`config.mk`:
```
export PLATFORM = sky130hd
export DESIGN_NAME = bus_arbiter
export DESIGN_NICKNAME = d
export VERILOG_FILES = /design/src/rtl/bus_arbiter_pkg.sv /design/src/rtl/rr_pick.sv /design/src/rtl/bus_arbiter.sv
export SDC_FILE = /design/constraint.sdc
export NUM_CORES = 1
export LEC_CHECK = 0
export ABC_AREA = 0
export CAP_MARGIN = 20
export CORE_UTILIZATION = 43
export DETAILED_ROUTE_END_ITERATION = 12
export GPL_ROUTABILITY_DRIVEN = 1
export PLACE_DENSITY = 0.91
export SYNTH_ARGS = -nofsm -noshare
export SYNTH_HDL_FRONTEND = slang
export SYNTH_SLANG_ARGS = --single-unit
export TNS_END_PERCENT = 50
```
`constraint.sdc`:
```
create_clock -name clk -period 10.24 [get_ports clk]
set_input_delay 1.024 -clock clk [delete_from_list [all_inputs] [get_ports clk]]
set_output_delay 1.024 -clock clk [all_outputs]
set_load 0.05 [all_outputs]
```
`src/rtl/bus_arbiter_pkg.sv`:
```
// Shared definitions for the W_* bus arbiter and its round-robin picker.
//   arb_state_e : arbiter FSM states (IDLE -> BUS -> RELEASE -> IDLE)
//   DEF_ADDR_W / DEF_DATA_W : default bus widths, also used by the FETCH path
//   TIMER_W     : width of the no-acknowledge timeout counter
//   idx_w()     : width of an index into n requesters (at least 1 bit)
// This package replaces the former bus_defs.vh include; encodings are unchanged.
package bus_arbiter_pkg;

    typedef enum logic [1:0] {
        ARB_IDLE    = 2'd0,
        ARB_BUS     = 2'd1,
        ARB_RELEASE = 2'd2
    } arb_state_e;

    localparam int unsigned DEF_ADDR_W = 32;
    localparam int unsigned DEF_DATA_W = 32;
    localparam int unsigned TIMER_W    = 16;

    function automatic int unsigned idx_w(input int unsigned n);
        return (n > 1) ? $clog2(n) : 1;
    endfunction

endpackage

```
`src/rtl/rr_pick.sv`:
```
// Combinational round-robin picker.
//   req_i   : request vector, one bit per requester
//   last_i  : index of the requester served most recently
//   valid_o : at least one request present
//   idx_o   : first requesting index scanning last_i+1, last_i+2, ... mod N
// Intended for reuse by interrupt/DMA schedulers.
module rr_pick #(
    parameter int unsigned N  = 2,
    parameter int unsigned IW = 1
) (
    input  logic [N-1:0]  req_i,
    input  logic [IW-1:0] last_i,
    output logic          valid_o,
    output logic [IW-1:0] idx_o
);

    logic [IW-1:0] cand;

    always_comb begin
        valid_o = 1'b0;
        idx_o   = '0;
        cand    = '0;
        // k = N wraps back to last_i itself, so a lone requester re-wins.
        for (int unsigned k = 1; k <= N; k++) begin
            cand = IW'((32'(last_i) + k) % N);
            if (!valid_o && req_i[cand]) begin
                valid_o = 1'b1;
                idx_o   = cand;
            end
        end
    end

endmodule

```
`src/rtl/bus_arbiter.sv`:
```
// Round-robin arbiter sharing the single W_* memory bus between NUM_MASTERS
// requesters (FETCH path, store path, future DMA). One transaction in flight;
// a TIMEOUT-cycle watchdog completes a transaction with m_err if the slave
// never answers.
// Ports:
//   clk, W_RST        : clock (posedge), asynchronous active-high reset
//   m_req/m_write     : per-master request and direction (1 = write)
//   m_addr/m_wdata    : flattened per-master address / write data
//   m_ack/m_err       : one-cycle completion pulse / timeout flag to the grantee
//   m_rdata           : shared read data, valid with m_ack of a read
//   grant_id, busy    : current/last grantee; high in BUS or RELEASE
//   W_ADDR/W_DATA_O/W_WRITE/W_STB : registered bus outputs
//   W_DATA_I/W_ACK    : slave read data and completion
module bus_arbiter
    import bus_arbiter_pkg::*;
#(
    parameter int unsigned NUM_MASTERS = 2,
    parameter int unsigned ADDR_W      = DEF_ADDR_W,
    parameter int unsigned DATA_W      = DEF_DATA_W,
    parameter int unsigned TIMEOUT     = 255,
    localparam int unsigned GW         = idx_w(NUM_MASTERS)
) (
    input  logic                          clk,
    input  logic                          W_RST,
    input  logic [NUM_MASTERS-1:0]        m_req,
    input  logic [NUM_MASTERS-1:0]        m_write,
    input  logic [NUM_MASTERS*ADDR_W-1:0] m_addr,
    input  logic [NUM_MASTERS*DATA_W-1:0] m_wdata,
    output logic [NUM_MASTERS-1:0]        m_ack,
    output logic [NUM_MASTERS-1:0]        m_err,
    output logic [DATA_W-1:0]             m_rdata,
    output logic [GW-1:0]                 grant_id,
    output logic                          busy,
    output logic [ADDR_W-1:0]             W_ADDR,
    output logic [DATA_W-1:0]             W_DATA_O,
    output logic                          W_WRITE,
    output logic                          W_STB,
    input  logic [DATA_W-1:0]             W_DATA_I,
    input  logic                          W_ACK
);

    localparam logic [TIMER_W-1:0] TMO_LAST = TIMER_W'(TIMEOUT - 1);

    arb_state_e                state_q, state_d;
    logic [TIMER_W-1:0]        timer_q, timer_d;
    logic [GW-1:0]             last_q, last_d;
    logic [GW-1:0]             grant_q, grant_d;
    logic [ADDR_W-1:0]         addr_q, addr_d;
    logic [DATA_W-1:0]         wdata_q, wdata_d;
    logic                      write_q, write_d;
    logic                      stb_q, stb_d;
    logic [NUM_MASTERS-1:0]    ack_q, ack_d;
    logic [NUM_MASTERS-1:0]    err_q, err_d;
    logic [DATA_W-1:0]         rdata_q, rdata_d;

    logic                      pick_valid;
    logic [GW-1:0]             pick_idx;

    rr_pick #(
        .N  (NUM_MASTERS),
        .IW (GW)
    ) u_pick (
        .req_i   (m_req),
        .last_i  (last_q),
        .valid_o (pick_valid),
        .idx_o   (pick_idx)
    );

    always_ff @(posedge clk or posedge W_RST) begin
        if (W_RST) begin
            state_q <= ARB_IDLE;
            timer_q <= '0;
            last_q  <= GW'(NUM_MASTERS - 1);
            grant_q <= '0;
            addr_q  <= '0;
            wdata_q <= '0;
            write_q <= 1'b0;
            stb_q   <= 1'b0;
            ack_q   <= '0;
            err_q   <= '0;
            rdata_q <= '0;
        end else begin
            state_q <= state_d;
            timer_q <= timer_d;
            last_q  <= last_d;
            grant_q <= grant_d;
            addr_q  <= addr_d;
            wdata_q <= wdata_d;
            write_q <= write_d;
            stb_q   <= stb_d;
            ack_q   <= ack_d;
            err_q   <= err_d;
            rdata_q <= rdata_d;
        end
    end

    always_comb begin
        state_d = state_q;
        timer_d = timer_q;
        last_d  = last_q;
        grant_d = grant_q;
        addr_d  = addr_q;
        wdata_d = wdata_q;
        write_d = write_q;
        stb_d   = stb_q;
        ack_d   = ack_q;
        err_d   = err_q;
        rdata_d = rdata_q;

        unique case (state_q)
            ARB_IDLE: begin
                if (pick_valid) begin
                    addr_d  = m_addr[pick_idx*ADDR_W +: ADDR_W];
                    wdata_d = m_wdata[pick_idx*DATA_W +: DATA_W];
                    write_d = m_write[pick_idx];
                    stb_d   = 1'b1;
                    grant_d = pick_idx;
                    timer_d = '0;
                    state_d = ARB_BUS;
                end
            end
            ARB_BUS: begin
                timer_d = timer_q + 1'b1;
                // Acknowledge is checked first so it wins over a same-cycle timeout.
                if (W_ACK) begin
                    stb_d          = 1'b0;
                    write_d        = 1'b0;
                    ack_d[grant_q] = 1'b1;
                    if (!write_q) begin
                        rdata_d = W_DATA_I;
                    end
                    last_d  = grant_q;
                    state_d = ARB_RELEASE;
                end else if (timer_q == TMO_LAST) begin
                    stb_d          = 1'b0;
                    ack_d[grant_q] = 1'b1;
                    err_d[grant_q] = 1'b1;
                    last_d         = grant_q;
                    state_d        = ARB_RELEASE;
                end
            end
            ARB_RELEASE: begin
                ack_d   = '0;
                err_d   = '0;
                state_d = ARB_IDLE;
            end
            default: begin
                state_d = ARB_IDLE;
            end
        endcase
    end

    assign m_ack    = ack_q;
    assign m_err    = err_q;
    assign m_rdata  = rdata_q;
    assign grant_id = grant_q;
    assign busy     = (state_q == ARB_BUS) || (state_q == ARB_RELEASE);
    assign W_ADDR   = addr_q;
    assign W_DATA_O = wdata_q;
    assign W_WRITE  = write_q;
    assign W_STB    = stb_q;

endmodule

```
==> impl_metrics.ini <==
[run_status]
outcome = complete, no violations

[synthesis]
synth_compound_area_frac = 0.108
syn_area_per_cell_um2 = 11.3
ys_ff_latch = 122
ys.flop_type = dfrtp_1
synth_area_leaders = dfrtp_1 (54%), mux2i_1 (12%), o21ai_0 (6.7%)
synth_top_family_by_area = multiplexers
yosysMostFrequentCell = dfrtp_1
synth-edff-count = 0
ys_types = 53
synth.area.mux_share = 0.180
yosys.area_share.simple = 0.106
ys_warn_count = 0
synth_async_sr_flop_share = 1.00
synth_area_leader_cell = dfrtp_1
yosys-top-cells-count = dfrtp_1 (121), o21ai_0 (75), nand2_1 (71), mux2i_1 (65), mux2_2 (32)
yosysSeqAreaShare = 0.545
synth.cell_area_mm2 = 0.00560
synthAdderAreaFrac = 0.0134
synth_nets = 670
synth_cells = 497
synthXorXnorAreaFrac = 0.0109
synth_top_area_frac = 0.541

[setup_path]
required_ps = 9220
end_kind = output pin
cp-start-kind = flip-flop
worst_ep_arrival_time_ps = 2170
critical_path_class = flip-flop to output pin
crit_fanout = 7

[min_path]
hp-class = flip-flop to flip-flop

[pwr]
switching_share = 0.464
power_leakage_nw = 3.89
intPower_mw = 1.67
combPwrFrac = 0.543
vdd_drop_max_mv = 0.175
seqPwrFrac = 0.266
pwr-share-clk = 0.192
p_switching_mw = 1.45
powerDensity_mw_per_mm2 = 346

[drt]
first_iter_violations = 220
viasPerCell = 5.10
first_pass_iters = 4
postRouteAntennaNets = 0
drc = 0
wl_um = 16100
vias = 4828
wl_per_cell_um = 17.0

[global_routing]
grt_pass1_vias = 5014
track_usage = 0.240
grt_antenna_before_repair = 0
grt_pass1_wl_um = 24300
grt_overflow_total = 0
grt_start_max_net_pins = 131

[finish]
utilization = 0.712
num-fill-cells = 854
nets = 934
drive_gt1_frac = 0.106
antenna_cells = 0
syn_to_final_growth_pct = 61.1

[floorplanning]
io_pins = 271
core_area_mm2 = 0.0127
dieArea_mm2 = 0.0135
chipHeight_um = 116
placementRows = 41
dieWidth_um = 116
initial_core_util = 0.442

[timing]
timing.fmax_ghz = 0.313
hold_violations = 0
tightest_slew_ps = 1170
finalWorstSetupSlack_ps = 7040
finClkSkew_ps = 7.04
fin_tns_setup_ps = 0
rsz0062_at_grt = no
period_minus_slack_ps = 3200
fin_crit_sh = 0.312
drv_slew = 0
maxSlewHeadroom = 0.219
finalSetupViolCount = 0

[placed_design]
portBuffers = 270
place.gp.congestion = 0.789
dpl.hpwl_um = 11600
place_ws_ps = 6790

[clocking]
cts_hold_buffers = 0
clock_sinks = 122
cts-resized-gates = 0
clock_latency_ps = 410
cts.path.max_buffers = 2
numCtsBuffers = 17
htree_levels = 4
cts_setup_buffers = 0
cts_root_buf = clkbuf_16
clkSlewWorstSetupHoldPaths_ps = 50
cts_tree = yes

[job]
drv_cap = 0
final cells by class:
class                           count  area (µm²)  share of cell area
Clock buffer                       20         447              0.0495
Sequential cell                   122        3050               0.338
Tap cell                          172         215              0.0238
Clock inverter                     12         149              0.0165
Multi-Input combinational cell    337        2370               0.262
Inverter                            8        32.5             0.00360
Timing Repair Buffer              275        2760               0.306
metrics by stage:
step / hold WS (ps) / cells / cell area [µm²] / total power, mW
floorplan: 484 / 497 / 5600 / 1.92
global placement: 460 / 913 / 8400 / 2.46
detailed placement: 470 / 913 / 8400 / 2.52
CTS: 483 / 945 / 9000 / 3.13
global route: 508 / 946 / 9020 / 3.27
finish: 478 / 946 / 9020 / 3.12
path summary, 6_finish.rpt:
kind / endpoint / startpoint / cells past startpoint / slack [ps]
worst min register to register: W_DATA_O[18]$_DFFE_PP0P_ / W_DATA_O[18]$_DFFE_PP0P_ / 2 / 480
min in group asynchronous: W_ADDR[6]$_DFFE_PP0P_ / W_RST / 2 / 1080
worst max-delay path: busy / state_q[0]$_DFFE_PP0P_ / 3 / 7040
max in group asynchronous: W_ADDR[7]$_DFFE_PP0P_ / W_RST / 3 / 7860
worst min-delay path: W_DATA_O[18]$_DFFE_PP0P_ / W_DATA_O[18]$_DFFE_PP0P_ / 2 / 480
worst max register to register: timer_q[4]$_DFFE_PP0P_ / state_q[0]$_DFFE_PP0P_ / 6 / 7950
state kept, by name (all words and copies together) (netlist names):
| register | cells |
|---|---|
| m_rdata | 32 |
| grant_id | 1 |
| W_ADDR | 32 |
| last_q | 1 |
| W_DATA_O | 32 |
| W_WRITE | 1 |
| W_STB | 1 |
| m_err | 2 |
| timer_q | 16 |
| state_q | 2 |
| m_ack | 2 |
power by group through the flow:
stage | Clock (mW) | Combinational (mW) | Sequential [mW]
5_1_grt | 0.630 | 1.79 | 0.852
6_report | 0.597 | 1.69 | 0.829
4_1_cts | 0.608 | 1.69 | 0.829
3_5_place_dp | 0 | 1.68 | 0.832
2_1_floorplan | 0 | 0.402 | 1.51
3_3_place_gp | 0 | 1.64 | 0.814
cells in the final DEF, fill, tap and decap left out, types with 7 or more instances in the layout:
master,synthesis,final
clkdlybuf4s50_1,0,270
dfrtp_1,121,121
nand2_1,71,71
mux2_2,32,32
clkbuf_16,0,17
mux2i_1,65,65
o21ai_0,75,75
nor2_1,14,14
inv_1,8,7
a21oi_1,11,11
critical path: stages (launching register included):
cell and delay, ps:
dfrtp_1 380, inv_1 100, ha_1 430, clkdlybuf4s50_1 850
logic make-up (layout without fill, tap and decap cells):
kind of cell	Yosys count	count (layout)
simple gates	119	119
mux	97	97
xor+xnor	7	7
fa+ha+maj	6	6
flops	122	122
buf+inv	38	315
compound gates	108	108
metal layers:
| metal | track usage | part of all wire | vias up |
|---|---|---|---|
| li1 | - | - | 2285 |
| met2 | 0.441 | 0.54 | 213 |
| met4 | 0.0974 | 0.023 | 0 |
| met3 | 0.0913 | 0.086 | 33 |
| met5 | 0 | 0 | - |
| met1 | 0.245 | 0.35 | 2297 |
No activity file was read; power rests on OpenSTA's default activity.
